--- src/rtl/uart_pkg.sv ---
// Shared definitions for the 8N1 UART transmitter slice.
//   uart_state_e    : transmitter frame phases (idle, start bit, data bits, stop bit)
//   UART_DATA_BITS  : data bits per frame
//   UART_FRAME_BITS : start + data + stop bits per frame
//   uart_byte_t     : one payload byte
package uart_pkg;

    typedef enum logic [1:0] {
        ST_IDLE  = 2'd0,
        ST_START = 2'd1,
        ST_DATA  = 2'd2,
        ST_STOP  = 2'd3
    } uart_state_e;

    localparam int UART_DATA_BITS  = 8;
    localparam int UART_FRAME_BITS = 10;

    typedef logic [UART_DATA_BITS-1:0] uart_byte_t;

endpackage

--- src/rtl/uart_transmitter_if.sv ---
// Byte write port of the UART transmitter (valid/ready handshake).
//   wr_valid : producer offers wr_data
//   wr_data  : byte to transmit
//   wr_ready : transmitter FIFO has room; transfer happens when both are high at an edge
// Modports: master = byte producer, slave = transmitter.
interface uart_transmitter_if;
    import uart_pkg::*;

    logic       wr_valid;
    uart_byte_t wr_data;
    logic       wr_ready;

    modport master (
        output wr_valid,
        output wr_data,
        input  wr_ready
    );

    modport slave (
        input  wr_valid,
        input  wr_data,
        output wr_ready
    );

endinterface

--- src/rtl/uart_sync_fifo.sv ---
// Synchronous byte FIFO with first-word fall-through read data.
//   core_clk/core_rst : clock and synchronous active-high reset
//   push/push_data    : write request; ignored while full
//   pop/pop_data      : read request; ignored while empty; pop_data shows the head entry
//   full/empty/level  : occupancy status, level counts 0..FIFO_DEPTH
// FIFO_DEPTH must be a power of two (>= 2) so the pointers wrap naturally.
module uart_sync_fifo
    import uart_pkg::*;
#(
    parameter  int FIFO_DEPTH = 16,
    localparam int PTR_W      = $clog2(FIFO_DEPTH),
    localparam int LVL_W      = PTR_W + 1
) (
    input  logic             core_clk,
    input  logic             core_rst,
    input  logic             push,
    input  uart_byte_t       push_data,
    input  logic             pop,
    output uart_byte_t       pop_data,
    output logic             full,
    output logic             empty,
    output logic [LVL_W-1:0] level
);

    uart_byte_t       mem [FIFO_DEPTH];
    logic [PTR_W-1:0] wr_ptr;
    logic [PTR_W-1:0] rd_ptr;
    logic             do_push;
    logic             do_pop;

    assign full     = (level == LVL_W'(FIFO_DEPTH));
    assign empty    = (level == '0);
    assign do_push  = push && !full;
    assign do_pop   = pop && !empty;
    assign pop_data = mem[rd_ptr];

    // Storage array; contents need no reset because level guards every read.
    always_ff @(posedge core_clk) begin
        if (do_push) begin
            mem[wr_ptr] <= push_data;
        end
    end

    // Pointers and occupancy; a simultaneous push and pop leaves level unchanged.
    always_ff @(posedge core_clk) begin
        if (core_rst) begin
            wr_ptr <= '0;
            rd_ptr <= '0;
            level  <= '0;
        end else begin
            if (do_push) begin
                wr_ptr <= wr_ptr + PTR_W'(1);
            end
            if (do_pop) begin
                rd_ptr <= rd_ptr + PTR_W'(1);
            end
            case ({do_push, do_pop})
                2'b10:   level <= level + LVL_W'(1);
                2'b01:   level <= level - LVL_W'(1);
                default: level <= level;
            endcase
        end
    end

endmodule

--- src/rtl/uart_transmitter.sv ---
// 8N1 UART transmitter with a byte FIFO and programmable baud divisor.
//   core_clk/core_rst : clock and synchronous active-high reset
//   enable            : gates the start of new frames; a frame in flight always completes
//   divisor           : core_clk cycles per bit, sampled at frame start (0 acts as 1)
//   wr                : valid/ready byte write port (slave side)
//   ser_tx            : registered serial output, idle high, LSB first
//   busy              : frame in flight or bytes queued
//   fifo_level        : current FIFO occupancy
module uart_transmitter
    import uart_pkg::*;
#(
    parameter  int FIFO_DEPTH = 16,
    parameter  int DIV_W      = 16,
    localparam int LVL_W      = $clog2(FIFO_DEPTH) + 1
) (
    input  logic             core_clk,
    input  logic             core_rst,
    input  logic             enable,
    input  logic [DIV_W-1:0] divisor,
    uart_transmitter_if.slave wr,
    output logic             ser_tx,
    output logic             busy,
    output logic [LVL_W-1:0] fifo_level
);

    localparam logic [1:0] IDLE  = ST_IDLE;
    localparam logic [1:0] START = ST_START;
    localparam logic [1:0] DATA  = ST_DATA;
    localparam logic [1:0] STOP  = ST_STOP;

    localparam int                 IDX_W    = $clog2(UART_DATA_BITS);
    localparam logic [IDX_W-1:0]   LAST_BIT = IDX_W'(UART_DATA_BITS - 1);
    localparam logic [DIV_W-1:0]   DIV_ONE  = DIV_W'(1);

    logic [1:0]       state;
    uart_byte_t       shift_reg;
    uart_byte_t       fifo_dout;
    logic [IDX_W-1:0] bit_idx;
    logic [DIV_W-1:0] baud_cnt;
    logic [DIV_W-1:0] div_q;
    logic [DIV_W-1:0] div_eff;
    logic             fifo_full;
    logic             fifo_empty;
    logic             baud_done;
    logic             start_frame;

    assign div_eff   = (divisor == '0) ? DIV_ONE : divisor;
    assign baud_done = (baud_cnt == '0);

    // A new frame begins from IDLE, or on the last cycle of a stop bit so
    // back-to-back frames leave no idle gap. The same condition pops the FIFO.
    assign start_frame = enable && !fifo_empty &&
                         ((state == IDLE) || ((state == STOP) && baud_done));

    assign wr.wr_ready = !fifo_full;
    assign busy        = (state != IDLE) || (fifo_level != '0);

    uart_sync_fifo #(
        .FIFO_DEPTH (FIFO_DEPTH)
    ) u_fifo (
        .core_clk  (core_clk),
        .core_rst  (core_rst),
        .push      (wr.wr_valid),
        .push_data (wr.wr_data),
        .pop       (start_frame),
        .pop_data  (fifo_dout),
        .full      (fifo_full),
        .empty     (fifo_empty),
        .level     (fifo_level)
    );

    // Frame sequencer: baud_cnt counts down the cycles left in the current bit,
    // reloaded from div_q so every bit lasts exactly div_q cycles. The shift
    // register presents the next data bit at shift_reg[0].
    always_ff @(posedge core_clk) begin
        if (core_rst) begin
            state     <= IDLE;
            shift_reg <= '0;
            bit_idx   <= '0;
            baud_cnt  <= '0;
            div_q     <= DIV_ONE;
            ser_tx    <= 1'b1;
        end else if (start_frame) begin
            state     <= START;
            shift_reg <= fifo_dout;
            div_q     <= div_eff;
            baud_cnt  <= div_eff - DIV_ONE;
            ser_tx    <= 1'b0;
        end else begin
            case (state)
                IDLE: begin
                    ser_tx <= 1'b1;
                end
                START: begin
                    if (baud_done) begin
                        state     <= DATA;
                        ser_tx    <= shift_reg[0];
                        shift_reg <= {1'b0, shift_reg[UART_DATA_BITS-1:1]};
                        bit_idx   <= '0;
                        baud_cnt  <= div_q - DIV_ONE;
                    end else begin
                        baud_cnt <= baud_cnt - DIV_ONE;
                    end
                end
                DATA: begin
                    if (baud_done) begin
                        baud_cnt <= div_q - DIV_ONE;
                        if (bit_idx == LAST_BIT) begin
                            state  <= STOP;
                            ser_tx <= 1'b1;
                        end else begin
                            ser_tx    <= shift_reg[0];
                            shift_reg <= {1'b0, shift_reg[UART_DATA_BITS-1:1]};
                            bit_idx   <= bit_idx + IDX_W'(1);
                        end
                    end else begin
                        baud_cnt <= baud_cnt - DIV_ONE;
                    end
                end
                STOP: begin
                    ser_tx <= 1'b1;
                    if (baud_done) begin
                        state <= IDLE;
                    end else begin
                        baud_cnt <= baud_cnt - DIV_ONE;
                    end
                end
                default: begin
                    state  <= IDLE;
                    ser_tx <= 1'b1;
                end
            endcase
        end
    end

endmodule

--- src/flat_wrapper.sv ---
// flat-port wrapper written by rule: the top's interface ports become plain ports
module uart_transmitter_flat import uart_pkg::*;
#(
    parameter  int FIFO_DEPTH = 16,
    parameter  int DIV_W      = 16,
    localparam int LVL_W      = $clog2(FIFO_DEPTH) + 1
)
  (core_clk, core_rst, enable, divisor, ser_tx, busy, fifo_level, wr_wr_valid, wr_wr_data, wr_wr_ready);
  uart_transmitter_if wr_i ();
  input  logic core_clk;
  input  logic core_rst;
  input  logic enable;
  input  logic [DIV_W-1:0] divisor;
  output logic ser_tx;
  output logic busy;
  output logic [LVL_W-1:0] fifo_level;
  input wire logic [$bits(wr_i.wr_valid)-1:0] wr_wr_valid;
  input wire logic [$bits(wr_i.wr_data)-1:0] wr_wr_data;
  output wire logic [$bits(wr_i.wr_ready)-1:0] wr_wr_ready;
  assign wr_i.wr_valid = wr_wr_valid;
  assign wr_i.wr_data = wr_wr_data;
  assign wr_wr_ready = wr_i.wr_ready;
  uart_transmitter #(.FIFO_DEPTH(FIFO_DEPTH), .DIV_W(DIV_W)) u_core (.core_clk(core_clk), .core_rst(core_rst), .enable(enable), .divisor(divisor), .wr(wr_i), .ser_tx(ser_tx), .busy(busy), .fifo_level(fifo_level));
endmodule
--- config.mk ---
export PLATFORM = sky130hd
export DESIGN_NAME = uart_transmitter_flat
export DESIGN_NICKNAME = d
export VERILOG_FILES = /design/src/rtl/uart_pkg.sv /design/src/rtl/uart_transmitter_if.sv /design/src/rtl/uart_sync_fifo.sv /design/src/rtl/uart_transmitter.sv /design/src/flat_wrapper.sv
export SDC_FILE = /design/constraint.sdc
export NUM_CORES = 1
export LEC_CHECK = 0
export CAP_MARGIN = 30
export CORE_AREA = 2 2 104 182
export CTS_BUF_LIST = sky130_fd_sc_hd__clkbuf_8
export DETAILED_ROUTE_END_ITERATION = 10
export DIE_AREA = 0 0 106 184
export PLACE_DENSITY = 0.78
export SYNTH_ARGS = -nofsm -noshare
export SYNTH_HDL_FRONTEND = slang
export SYNTH_SLANG_ARGS = --single-unit
--- constraint.sdc ---
create_clock -name core_clk -period 6.9 [get_ports core_clk]
set_input_delay 1.38 -clock core_clk [delete_from_list [all_inputs] [get_ports core_clk]]
set_output_delay 1.38 -clock core_clk [all_outputs]
set_load 0.01 [all_outputs]
# ---- After elaboration in Yosys (flattened, before gate mapping)
# Memories as Yosys holds them, arrays and structs flattened. A register that Yosys moved wholly into a read port is not among the register bits.
# Index checks and enable logic that the tools add are counted.
dict set report op_classes {
  n_eq_ne 18
  mul 0
  reduce_logical 30
  shifts 0
  magnitude_cmp 0
  n_div 0
  bitwise_logic 1
  muxes 30
  addsub 8
}
# op n
set ops {}
lappend ops {{two-way mux 16 bit} 4}
lappend ops {{subtractor 16 x 1 -> 16 bit, second input constant} 3}
lappend ops {{logical NOT 16 bit} 2}
lappend ops {{two-way mux 8 bit} 4}
lappend ops {{one-hot mux 16 bit (2 select lines)} 1}
lappend ops {{one-hot mux 8 bit (2 select lines)} 1}
lappend ops {{AND reduction 5 bit} 3}
lappend ops {{!= test 3 x 2 -> 1 bit, second input constant} 4}
lappend ops {{one-hot mux 5 bit (2 select lines)} 1}
lappend ops {{two-way mux 3 bit} 3}
lappend ops {{nonzero test 3 bit} 3}
lappend ops {{adder 4 x 1 -> 4 bit, second input constant} 2}
lappend ops {{two-way mux 2 bit} 4}
lappend ops {{two-way mux 4 bit} 2}
lappend ops {{!= test 2 x 1 -> 1 bit, second input constant} 4}
lappend ops {{two-way mux 1 bit} 7}
lappend ops {{equality test 2 bit, second input constant} 3}
lappend ops {{!= test 3 bit, second input constant} 2}
lappend ops {{one-hot mux 2 bit (3 select lines)} 1}
lappend ops {{one-hot mux 3 bit (2 select lines)} 1}
lappend ops {{nonzero test 2 bit} 3}
lappend ops {{OR reduction 2 bit} 3}
lappend ops {{adder 5 x 1 -> 5 bit, second input constant} 1}
lappend ops {{equality test 5 bit, second input constant} 1}
lappend ops {{other kinds (16)} 24}
dict set report word_totals {
  ram_bits 128
  latchBits 0
  mem_count 1
  out_inout_bits 8
  word_cells 98
  input_bits 28
  regBits 59
  mem_bits_ro 0
}
# name words word_bits read_ports rd_clocked_by_memory_dff wr line
set memory_table {}
lappend memory_table {u_core.u_fifo.mem 16 8 1 1 1 uart_sync_fifo.sv:25} ;# uart_byte_t mem [FIFO_DEPTH];

# ---- Longest topological paths before layout
# Gate-level depths: netlist of run 1.
dict set report depth {
  word_depth 7
  mapped_depth 18
  mapped_depth_nobuf 15
}

# ---- Modules after synthesis
# A second synthesis of run 1 with hierarchy kept.
dict set report hier_totals {
  hier_cells 715
  area_unflattened_um2 9196.3
}
# mod n_inst seq_area_each_um2 area_per_inst_um2 cells_per_inst
set modules_own_cells {}
lappend modules_own_cells {uart_sync_fifo 1 4184.0 5974.5 305}
lappend modules_own_cells {uart_transmitter 1 920.9 3221.8 410}

# ---- Least setup slack after synthesis of run 1
# Ideal clock, no wire load.
dict set report synth_path {
  path_kind {input -> register}
  startpoint {in enable}
  endpoint {reg u_core.u_fifo.level[4]}
  n_path_buf 3
  t_required_ns 6.772
  setup_ns 0.128
  cell_stages 15
  t_arrival_ns 3.746
  path_slack_ns 3.027
  cell_sequence {o21ai_0 -> or2_1 -> buf_6 -> inv_2 -> buf_2 -> ha_1 -> clkbuf_1 -> xor2_1 -> ha_1 -> a31oi_1 -> nor2_1 -> o311ai_0 -> o311ai_1 -> xnor2_1 -> nor2_1}
}
dict set report synth_between {
  elab_chain_cells 5
  word_cells_on_any_way 7
  classes_between {eq/ne (2); mux (1); reduce/logical (4)}
}
# item line
set synth_rtl {}
lappend synth_rtl {{start: declaration} flat_wrapper.sv:12} ;# input logic enable;
lappend synth_rtl {{logical AND 1 bit (*) (2 in a row)} uart_transmitter.sv:52} ;# assign start_frame = enable && !fifo_empty &&
lappend synth_rtl {{logical AND 1 bit (*)} uart_sync_fifo.sv:34} ;# assign do_pop = pop && !empty;
lappend synth_rtl {{named net u_core.u_fifo.do_pop} uart_sync_fifo.sv:29} ;# logic do_pop;
lappend synth_rtl {{equality test 2 x 1 -> 1 bit or equality test 2 bit (tied branches)} uart_sync_fifo.sv:57} ;# case ({do_push, do_pop})
lappend synth_rtl {{one-hot mux 5 bit (2 select lines) or nonzero test 2 bit (tied branches)} --}
lappend synth_rtl {{end signal: assignment} uart_sync_fifo.sv:58} ;# 2'b10: level <= level + LVL_W'(1);
lappend synth_rtl {{end signal: assignment} uart_sync_fifo.sv:59} ;# 2'b01: level <= level - LVL_W'(1);
lappend synth_rtl {{end signal: assignment} uart_sync_fifo.sv:60} ;# default: level <= level;
lappend synth_rtl {{end: declaration} uart_sync_fifo.sv:22} ;# output logic [LVL_W-1:0] level
# Mark *: on every way through the listed nets, which the timed path passes. The rest lies on a longest branch.
# A chain may end at the register's enable or synchronous reset.

# ---- Worst setup path in the final report of run 1
dict set report layout_path {
  startpoint {reg u_core.state[0]}
  endpoint {reg u_core.u_fifo.level[4]}
}
dict set report layout_between {
  elab_chain_cells 7
  word_cells_on_any_way 10
  classes_between {eq/ne (3); mux (1); reduce/logical (6)}
}
# item line
set layout_rtl {}
lappend layout_rtl {{start: declaration} uart_transmitter.sv:35} ;# logic [1:0] state;
lappend layout_rtl {{start signal: assignment} uart_transmitter.sv:77} ;# state <= IDLE;
lappend layout_rtl {{start signal: assignment} uart_transmitter.sv:84} ;# state <= START;
lappend layout_rtl {{start signal: assignment} uart_transmitter.sv:96} ;# state <= DATA;
lappend layout_rtl {{equality test 2 bit} uart_transmitter.sv:53} ;# ((state == IDLE) || ((state == STOP) && baud_done));
lappend layout_rtl {{logical AND 1 bit} uart_transmitter.sv:53}
lappend layout_rtl {{logical OR 1 bit (*)} uart_transmitter.sv:53}
lappend layout_rtl {{logical AND 1 bit (*)} uart_transmitter.sv:52}
lappend layout_rtl {{logical AND 1 bit (*)} uart_sync_fifo.sv:34}
lappend layout_rtl {{equality test 2 x 1 -> 1 bit or equality test 2 bit (tied branches)} uart_sync_fifo.sv:57}
lappend layout_rtl {{one-hot mux 5 bit (2 select lines) or nonzero test 2 bit (tied branches)} --}
# Mark *: on every way between the ends. The rest lies on a longest branch, timed or not.

==> results of run 1 <==
## cell usage in the layout (no fill, tap or decap), types with 8 or more instances in the layout
master           count
nand3_1              9
buf_4               11
clkdlybuf4s50_1     34
inv_1               16
o21ai_0             15
nor3_1              17
xnor2_1             20
nor4_1              11
xor2_1              19
mux4_2              40
nand2_1             82
edfxtp_1           128
nand2b_1             8
nor2_1              60
clkbuf_8            17
dfxtp_1             62
a21oi_1             48
ha_1                22
nand4_1              8
## worst min-delay path, stage by stage, from the launching register on
cell and delay, ns:
dfxtp_1 0.32, nand2_1 0.05, a21oi_1 0.05
## metrics by stage
stage	instance area, µm²	setup slack (ns)	util, %	hold slack [ns]
2_1_floorplan	8912	3.027	-	0.4355
3_3_place_gp	9442	2.078	52.53	0.4412
3_5_place_dp	9442	1.988	52.53	0.4510
4_1_cts	9797	2.404	54.51	0.4621
5_1_grt	9797	2.065	54.51	0.4866
6_report	9797	2.389	54.51	0.4593
## how the worst min path moves through the flow
stage | from | end | slack (ns) | cells past startpoint
floorplan | u_core.bit_idx[1] | u_core.bit_idx[1] | 0.44 | 2
global placement | u_core.bit_idx[2] | u_core.bit_idx[2] | 0.44 | 2
detailed placement | u_core.bit_idx[1] | u_core.bit_idx[1] | 0.45 | 2
CTS | u_core.bit_idx[1] | u_core.bit_idx[1] | 0.46 | 2
global route | u_core.bit_idx[1] | u_core.bit_idx[1] | 0.49 | 2
finish | u_core.bit_idx[1] | u_core.bit_idx[1] | 0.46 | 2
## power groups by stage
stage / clock network, µW / logic, µW / registers (µW)
final: 687 / 1280 / 1480
after global routing: 744 / 1410 / 1490
after CTS: 702 / 1280 / 1470
after detailed placement: 0 / 1280 / 1500
after global placement: 0 / 1260 / 1490
after floorplan: 0 / 1000 / 1450
## cells by family after synthesis
family                     after synthesis  synth area share, %
AOI/OAI and AO/OA                      131                9.772
xor gates and xnor gates                39                3.833
adders and majority gates               22                3.089
buffers and inverters                   59                2.836
DFF                                    191                57.28
muxes                                   44                10.57
and+or+nand+nor                        228                12.62
## metal layers
| layer | vias up | GRT usage, % |
|---|---|---|
| met2 | 143 | 39.79 |
| met3 | 42 | 3.226 |
| met4 | 0 | 9.789 |
| met1 | 2836 | 20.60 |
| li1 | 2735 | - |
| met5 | - | 0 |
## layout make-up
| class | instances | area share [%] |
|---|---|---|
| clock inverters | 11 | 1.239 |
| clock buffers | 17 | 2.388 |
| flip-flops and latches | 191 | 52.12 |
| inverters | 16 | 0.6130 |
| multi-input cells | 464 | 36.28 |
| repair buffers | 46 | 4.368 |
| well taps | 234 | 2.989 |
==> flow_summary.json, run 1 <==
{
  "rr_worst_depth": 13,
  "period_minus_slack_ns": 4.511,
  "cts_buffer_depth": 2,
  "yosysMostFrequentCell": "edfxtp_1",
  "crit_start": "u_core.state[0]",
  "switching_share_pct": 35.77,
  "max_slew.worst_pin.slew_ns": 1.029,
  "synthFlopType": "edfxtp_1",
  "first_global_vias": 5746,
  "p_per_area_mw_per_mm2": 351.8,
  "initial_core_util_pct": 49.59,
  "synth_fp_nets": 764,
  "status": "finished clean",
  "largest_reg_flops": 128,
  "fill_cells": 1465,
  "synthDistinctLibCells": 73,
  "root_buffer": "clkbuf_8",
  "wl_met3_um": 584,
  "finalCritPeriodShare_pct": 65.37,
  "slowest_stage": "inv_2",
  "biggestRegsByFlops": "u_core.u_fifo.mem (128), u_core.baud_cnt (16), u_core.div_q (16)",
  "synth_cells": 714,
  "cp.required_ns": 7.22,
  "vias": 5756,
  "worst-path-stages": 13,
  "place_hpwl_mm": 13.64,
  "numCtsBuffers": 17,
  "async_reset_ff_share_pct": 0,
  "synth_edf_count": 128,
  "cp.arrival_ns": 4.83,
  "worstReg2RegEnd": "u_core.u_fifo.level[4]",
  "stdcell_count": 979,
  "syn_area_per_cell_um2": 12.48,
  "wl_met1_mm": 6.742,
  "wl_mm": 19.07,
  "intPower_uw": 2214,
  "die-area_mm2": 0.01950,
  "power_uw": 3447,
  "die-width_um": 106,
  "synth_top_area_share_pct": 43.13,
  "ff_latch_area_mm2": 0.005106,
  "cts-resized-gates": 0,
  "layout.nets": 786,
  "gr-total-overflow": 0,
  "cp-start-kind": "flip-flop",
  "seqPwrFrac_pct": 42.8,
  "postCtsHoldBufs": 0,
  "track_usage_pct": 20.37,
  "antenna_found_initial": 0,
  "rsz0062_at_grt": "no",
  "setup_tns_ns": 0,
  "yosys-top-cells-count": "edfxtp_1, nand2_1, dfxtp_1, nor2_1, a21oi_1",
  "syn_area_mm2": 0.008912,
  "comb_power_share_pct": 37.3,
  "clk_pin_slew_ns": 0.10,
  "worst_setup_path_end_kind": "flip-flop",
  "r2r-start": "u_core.state[0]",
  "viasPerCell": 5.879,
  "critPathKind": "reg2reg",
  "finalHoldViolations": 0,
  "crit_top_cell": "ha_1",
  "worst-path-buf-inv": 1,
  "routed.top_layer": "met4",
  "cts_max_level": 4,
  "reg2reg_slack_ns": 2.39,
  "yosys_register_bits": 191,
  "grt_pass1_wl_mm": 30.30,
  "cts_tree": "built",
  "clock_skew_ns": 0.01960,
  "cpLargestDelayFamily": "adder cells",
  "routabilityCongestion": 0.9033,
  "avgRoutedWirePerCell_um": 19.48,
  "p_sw_uw": 1233,
  "grt_max_degree": 56,
  "synth_area_leaders": "edfxtp_1, dfxtp_1, mux4_2, nand2_1, ha_1",
  "cp_max_fo": 44,
  "yosysWarnings": 0,
  "drtIter0Drc": 304,
  "cts_sinks": 191,
  "ir_drop_v": 0.0001735,
  "synth_area_leader_cell": "edfxtp_1",
  "slew_headroom_pct": 31.13,
  "multiInputGateArea_mm2": 0.003555,
  "num_antenna_cells": 0,
  "row_count": 65,
  "dr.pass1.iters": 4,
  "max_stage_delay_ns": 0.54,
  "clkPwrFrac_pct": 19.9,
  "die_y_um": 184,
  "post-cts-setup-buffers": 0,
  "ant_nets": 0,
  "path_cells": "ha_1, nor4b_1, a41oi_2, or2_1, inv_2, ha_1, ha_1, a31oi_1, nor2_1, o311ai_0, o311ai_1, xnor2_1, nor2_1",
  "setup_viol": 0,
  "fmax_ghz": 0.2217,
  "drc": 0,
  "dp.cells": 951,
  "wl_met2_mm": 11.06,
  "final_layout_size_suffix_gt1_share_pct": 12.89,
  "ys_seq_area_share_pct": 57.28,
  "syn2layout_area_growth_pct": 9.926,
  "largest_register": "u_core.u_fifo.mem",
  "ios": 36,
  "crit_end": "u_core.u_fifo.level[4]",
  "drv_cap": 0,
  "core_area_mm2": 0.01797,
  "holdCritPathClass": "reg2reg",
  "clkLatencyLatePin_ns": 0.46,
  "slew_viol_final": 0,
  "power_leakage_uw": 0.003160,
  "io_buffers": 35
}
Note: power is estimated with default switching activity, not from simulation.
==> inputs of run 2 (changes only) <==
==> constraint.sdc (replaced) <==
create_clock -name core_clk -period 4.63 [get_ports core_clk]
set_input_delay 0.926 -clock core_clk [delete_from_list [all_inputs] [get_ports core_clk]]
set_output_delay 0.926 -clock core_clk [all_outputs]
set_load 0.01 [all_outputs]
==> flow_summary.json, run 2 (synthesis results as in run 1) <==
{
  "root_buffer": "clkbuf_8",
  "p_per_area_mw_per_mm2": 534.9,
  "setup_viol": 0,
  "cts_max_level": 4,
  "intPower_uw": 3387,
  "layout_common_cells": "edfxtp_1, nand2_1, dfxtp_1",
  "finalHoldViolations": 0,
  "cp_max_fo": 10,
  "clkPwrFrac_pct": 21.7,
  "cp.required_ns": 4.99,
  "cts_sinks": 191,
  "holdCritPathClass": "reg2reg",
  "syn2layout_area_growth_pct": 10.88,
  "period_minus_slack_ns": 3.748,
  "cp-start-kind": "flip-flop",
  "post-cts-setup-buffers": 0,
  "fmax_ghz": 0.2668,
  "clock_skew_ns": 0.01848,
  "rr_worst_depth": 13,
  "largest_register": "u_core.u_fifo.mem",
  "slew_viol_final": 0,
  "cts-resized-gates": 0,
  "cts_tree": "built",
  "row_count": 65,
  "num_antenna_cells": 0,
  "clkLatencyLatePin_ns": 0.48,
  "ios": 36,
  "routabilityCongestion": 0.9222,
  "power_uw": 5286,
  "wl_mm": 19.33,
  "power_leakage_uw": 0.003204,
  "track_usage_pct": 20.79,
  "cp.arrival_ns": 4.11,
  "drtIter0Drc": 253,
  "largest_reg_flops": 128,
  "seqPwrFrac_pct": 42.2,
  "final_layout_size_suffix_gt1_share_pct": 13.56,
  "min_from": "u_core.bit_idx[1]",
  "die-width_um": 106,
  "crit_start": "u_core.state[0]",
  "setup_tns_ns": 0,
  "rsz0062_at_grt": "no",
  "min_path_cells": 2,
  "status": "finished clean",
  "dr.pass1.iters": 5,
  "biggestRegsByFlops": "u_core.u_fifo.mem (128), u_core.baud_cnt (16), u_core.div_q (16)",
  "drc": 0,
  "initial_core_util_pct": 49.59,
  "finalCritPeriodShare_pct": 80.96,
  "layout.nets": 789,
  "ant_nets": 0,
  "p_sw_uw": 1898,
  "place_hpwl_mm": 13.93,
  "core_area_mm2": 0.01797,
  "max_slew.worst_pin.slew_ns": 0.9756,
  "grt_max_degree": 44,
  "die-area_mm2": 0.01950,
  "gr-total-overflow": 0,
  "critPathKind": "reg2reg",
  "ir_drop_v": 0.0002777,
  "io_buffers": 35,
  "slew_headroom_pct": 34.72,
  "avgRoutedWirePerCell_um": 19.60,
  "clk_pin_slew_ns": 0.10,
  "antenna_found_initial": 0,
  "post-place-ws_ns": 0.8476,
  "vias": 5816,
  "switching_share_pct": 35.91,
  "final_common_cell": "edfxtp_1",
  "die_y_um": 184,
  "postCtsHoldBufs": 0,
  "setup_ws_ns": 0.8817,
  "viasPerCell": 5.899,
  "numCtsBuffers": 17,
  "r2r-start": "u_core.state[0]",
  "comb_power_share_pct": 36.0,
  "grt_pass1_wl_mm": 30.58,
  "first_global_vias": 5804,
  "drv_cap": 0,
  "worst_setup_path_end_kind": "flip-flop",
  "cts_buffer_depth": 2
}
[run 2: metrics by stage]
stage | hold WS [ns] | area, µm² | utilization (%) | cells
5_1_grt | 0.4918 | 9882 | 54.98 | 986
2_1_floorplan | 0.4355 | 8912 | - | 714
3_5_place_dp | 0.4495 | 9464 | 52.66 | 954
4_1_cts | 0.4630 | 9882 | 54.98 | 986
3_3_place_gp | 0.4427 | 9464 | 52.66 | 954
6_report | 0.4605 | 9882 | 54.98 | 986
[run 2: cell type report]
class / count / area, µm²
clock buffer: 17 / 234.0
clock inverter: 15 / 183.9
sequential: 191 / 5106
timing repair buffer: 49 / 450.4
fill: 1476 / 8092
tap: 234 / 292.8
inverter: 16 / 60.06
multi-input combinational: 464 / 3555
[run 2: path summary, 6_finish.rpt]
| path | endpoint | slack (ns) |
|---|---|---|
| setup / recovery | u_core.u_fifo.level[4] | 0.88 |
| hold / removal | u_core.bit_idx[1] | 0.46 |
| setup reg to reg | u_core.u_fifo.level[4] | 0.88 |
| hold reg to reg | u_core.bit_idx[1] | 0.46 |
[run 2: worst max-delay path, stage by stage (launching register included)]
cell and delay, ns:
dfxtp_1 0.45, ha_1 0.34, nor4b_1 0.42, a41oi_2 0.27, or2_1 0.32, inv_2 0.06, ha_1 0.37, ha_1 0.36
a31oi_1 0.25, nor2_1 0.06, o311ai_0 0.34, o311ai_1 0.19, xnor2_1 0.17, nor2_1 0.05
[run 2: metal layers]
layer | wire, µm | vias up | track usage, %
li1 | - | 2744 | -
met1 | 6842 | 2892 | 21.03
met2 | 11190 | 130 | 40.21
met3 | 510 | 50 | 3.084
met4 | 784 | 0 | 11.11
met5 | 0 | - | 0
[run 2: power by group through the flow]
| stage | registers [µW] | clock network, µW | logic (µW) |
|---|---|---|---|
| 2_1_floorplan | 2160 | 0 | 1500 |
| 3_3_place_gp | 2260 | 0 | 1860 |
| 3_5_place_dp | 2270 | 0 | 1900 |
| 4_1_cts | 2230 | 1170 | 1900 |
| 5_1_grt | 2270 | 1220 | 2100 |
| 6_report | 2230 | 1150 | 1900 |
==> inputs of run 3 (changes only) <==
--- a/config.mk
+++ b/config.mk
@@ -10,7 +10,7 @@
 export CTS_BUF_LIST = sky130_fd_sc_hd__clkbuf_8
 export DETAILED_ROUTE_END_ITERATION = 10
 export DIE_AREA = 0 0 106 184
-export PLACE_DENSITY = 0.78
+export PLACE_DENSITY = 0.8
 export SYNTH_ARGS = -nofsm -noshare
 export SYNTH_HDL_FRONTEND = slang
 export SYNTH_SLANG_ARGS = --single-unit
==> constraint.sdc (replaced) <==
create_clock -name core_clk -period 3 [get_ports core_clk]
set_input_delay 0.6 -clock core_clk [delete_from_list [all_inputs] [get_ports core_clk]]
set_output_delay 0.6 -clock core_clk [all_outputs]
set_load 0.01 [all_outputs]
==> flow_summary.json, run 3 (synthesis results as in run 1) <==
{
  "setup_tns_ns": 0,
  "drtIter0Drc": 344,
  "drc": 0,
  "p_per_area_mw_per_mm2": 802.1,
  "row_count": 65,
  "num_antenna_cells": 0,
  "reg2reg_slack_ns": 0.20,
  "numCtsBuffers": 17,
  "viasPerCell": 5.846,
  "cp_max_fo": 6,
  "ir_drop_v": 0.0003652,
  "holdWs_ns": 0.4199,
  "cp-start-kind": "flip-flop",
  "clock_skew_ns": 0.01474,
  "max_slew.worst_pin.slew_ns": 0.7496,
  "path_cells": "ha_2, nor4b_4, a41oi_2, or2_4, inv_6, ha_4, xor2_1, ha_2, buf_4, o21a_1, o22ai_1, o311ai_1, o311ai_1, xnor2_1, nor2_1",
  "status": "finished clean",
  "crit_start": "u_core.state[0]",
  "cts_sinks": 191,
  "worstReg2RegEnd": "u_core.u_fifo.level[4]",
  "r2r-start": "u_core.state[0]",
  "ios": 36,
  "rr_worst_depth": 15,
  "biggestRegsByFlops": "u_core.u_fifo.mem (128), u_core.baud_cnt (16), u_core.div_q (16)",
  "syn2layout_area_growth_pct": 15.79,
  "max_stage_delay_ns": 0.40,
  "antenna_found_initial": 0,
  "fmax_ghz": 0.3566,
  "slowest_stage": "dfxtp_4",
  "final_layout_size_suffix_gt1_share_pct": 21.24,
  "ant_nets": 0,
  "root_buffer": "clkbuf_8",
  "cp.required_ns": 3.36,
  "wl_mm": 20.25,
  "die-width_um": 106,
  "power_leakage_uw": 0.003454,
  "gr-total-overflow": 0,
  "vias": 6074,
  "finalCritPeriodShare_pct": 93.48,
  "cts_max_level": 4,
  "slew_viol_final": 0,
  "place_hpwl_mm": 14.84,
  "critPathKind": "reg2reg",
  "dr.pass1.iters": 6,
  "die_y_um": 184,
  "avgRoutedWirePerCell_um": 19.49,
  "first_global_vias": 6209,
  "drv_cap": 0,
  "largest_register": "u_core.u_fifo.mem",
  "cts_tree": "built",
  "setup_viol": 0,
  "clk_pin_slew_ns": 0.10,
  "routabilityCongestion": 0.9542,
  "initial_core_util_pct": 49.59,
  "largest_reg_flops": 128,
  "worst_setup_path_end_kind": "flip-flop",
  "slew_headroom_pct": 49.96,
  "io_buffers": 35,
  "period_minus_slack_ns": 2.804,
  "cts_buffer_depth": 2,
  "clkLatencyLatePin_ns": 0.48,
  "holdCritPathClass": "in2reg",
  "die-area_mm2": 0.01950,
  "layout_common_cells": "edfxtp_1, nand2_1, buf_4",
  "setup_ws_ns": 0.1957,
  "track_usage_pct": 21.73,
  "fill_cells": 1397,
  "post-place-ws_ns": -0.1342,
  "grt_pass1_wl_mm": 31.66,
  "grt_max_degree": 50,
  "final_common_cell": "edfxtp_1",
  "cp.arrival_ns": 3.16,
  "finalHoldViolations": 0,
  "crit_end": "u_core.u_fifo.level[4]",
  "core_area_mm2": 0.01797,
  "layout.nets": 842
}
run 3: worst min-delay path by stage:
stage                         endpoint  slack (ns)  cells after the start              start
2_1_floorplan        u_core.bit_idx[1]        0.44                      2  u_core.bit_idx[1]
3_5_place_dp         u_core.bit_idx[1]        0.45                      2  u_core.bit_idx[1]
5_1_grt        u_core.u_fifo.wr_ptr[3]        0.41                      2           core_rst
3_3_place_gp         u_core.bit_idx[1]        0.44                      2  u_core.bit_idx[1]
4_1_cts        u_core.u_fifo.wr_ptr[3]        0.40                      2           core_rst
6_report       u_core.u_fifo.wr_ptr[3]        0.42                      2           core_rst
run 3: layout make-up:
cell class              count  area [µm²]  area share [%]
clock buffers              17       234.0           2.267
flip-flops and latches    191        5114           49.55
clock inverters            15       150.1           1.455
repair buffers            102       860.8           8.341
well taps                 234       292.8           2.837
inverters                  16       65.06          0.6305
multi-input cells         464        3603           34.92
run 3: metrics by stage:
stage,area (µm²),utilization [%],total power [µW],cells
after floorplan,9005,-,5735,714
after global placement,9915,55.16,6603,1006
after detailed placement,9915,55.16,6678,1006
after CTS,10300,57.30,8269,1038
after global routing,10320,57.42,8744,1039
final,10320,57.42,8278,1039
run 3: routing by layer:
metal  track usage [%]  wire length (µm)
met1             20.92              6793
met2             41.26             11550
met3             3.793               664
met4             14.63              1244
met5                 0                 0
run 3: power breakdown:
group          switching (µW)  internal (µW)  total [µW]  leakage, µW
combinational            1780           1500        3280      0.00160
clock                     993            614        1610     0.000185
sequential                310           3080        3390      0.00167
total                    3080           5200        8280      0.00345
run 3: what timing repair did:
action	in CTS	in global routing
hold endpoints to repair	0	0
buffers inserted	0	1
resized for setup	0	4
hold buffers	0	0
endpoints found under the setup margin	0	2
run 3: worst max-delay path: cells and delay by family, from the launching register on:
| family | cells | cell delay (ns) |
|---|---|---|
| buf+inv | 2 | 0.17 |
| flops | 1 | 0.40 |
| fa+ha+maj | 3 | 0.55 |
| simple gates | 3 | 0.61 |
| compound gates | 5 | 0.62 |
| xor+xnor | 2 | 0.32 |
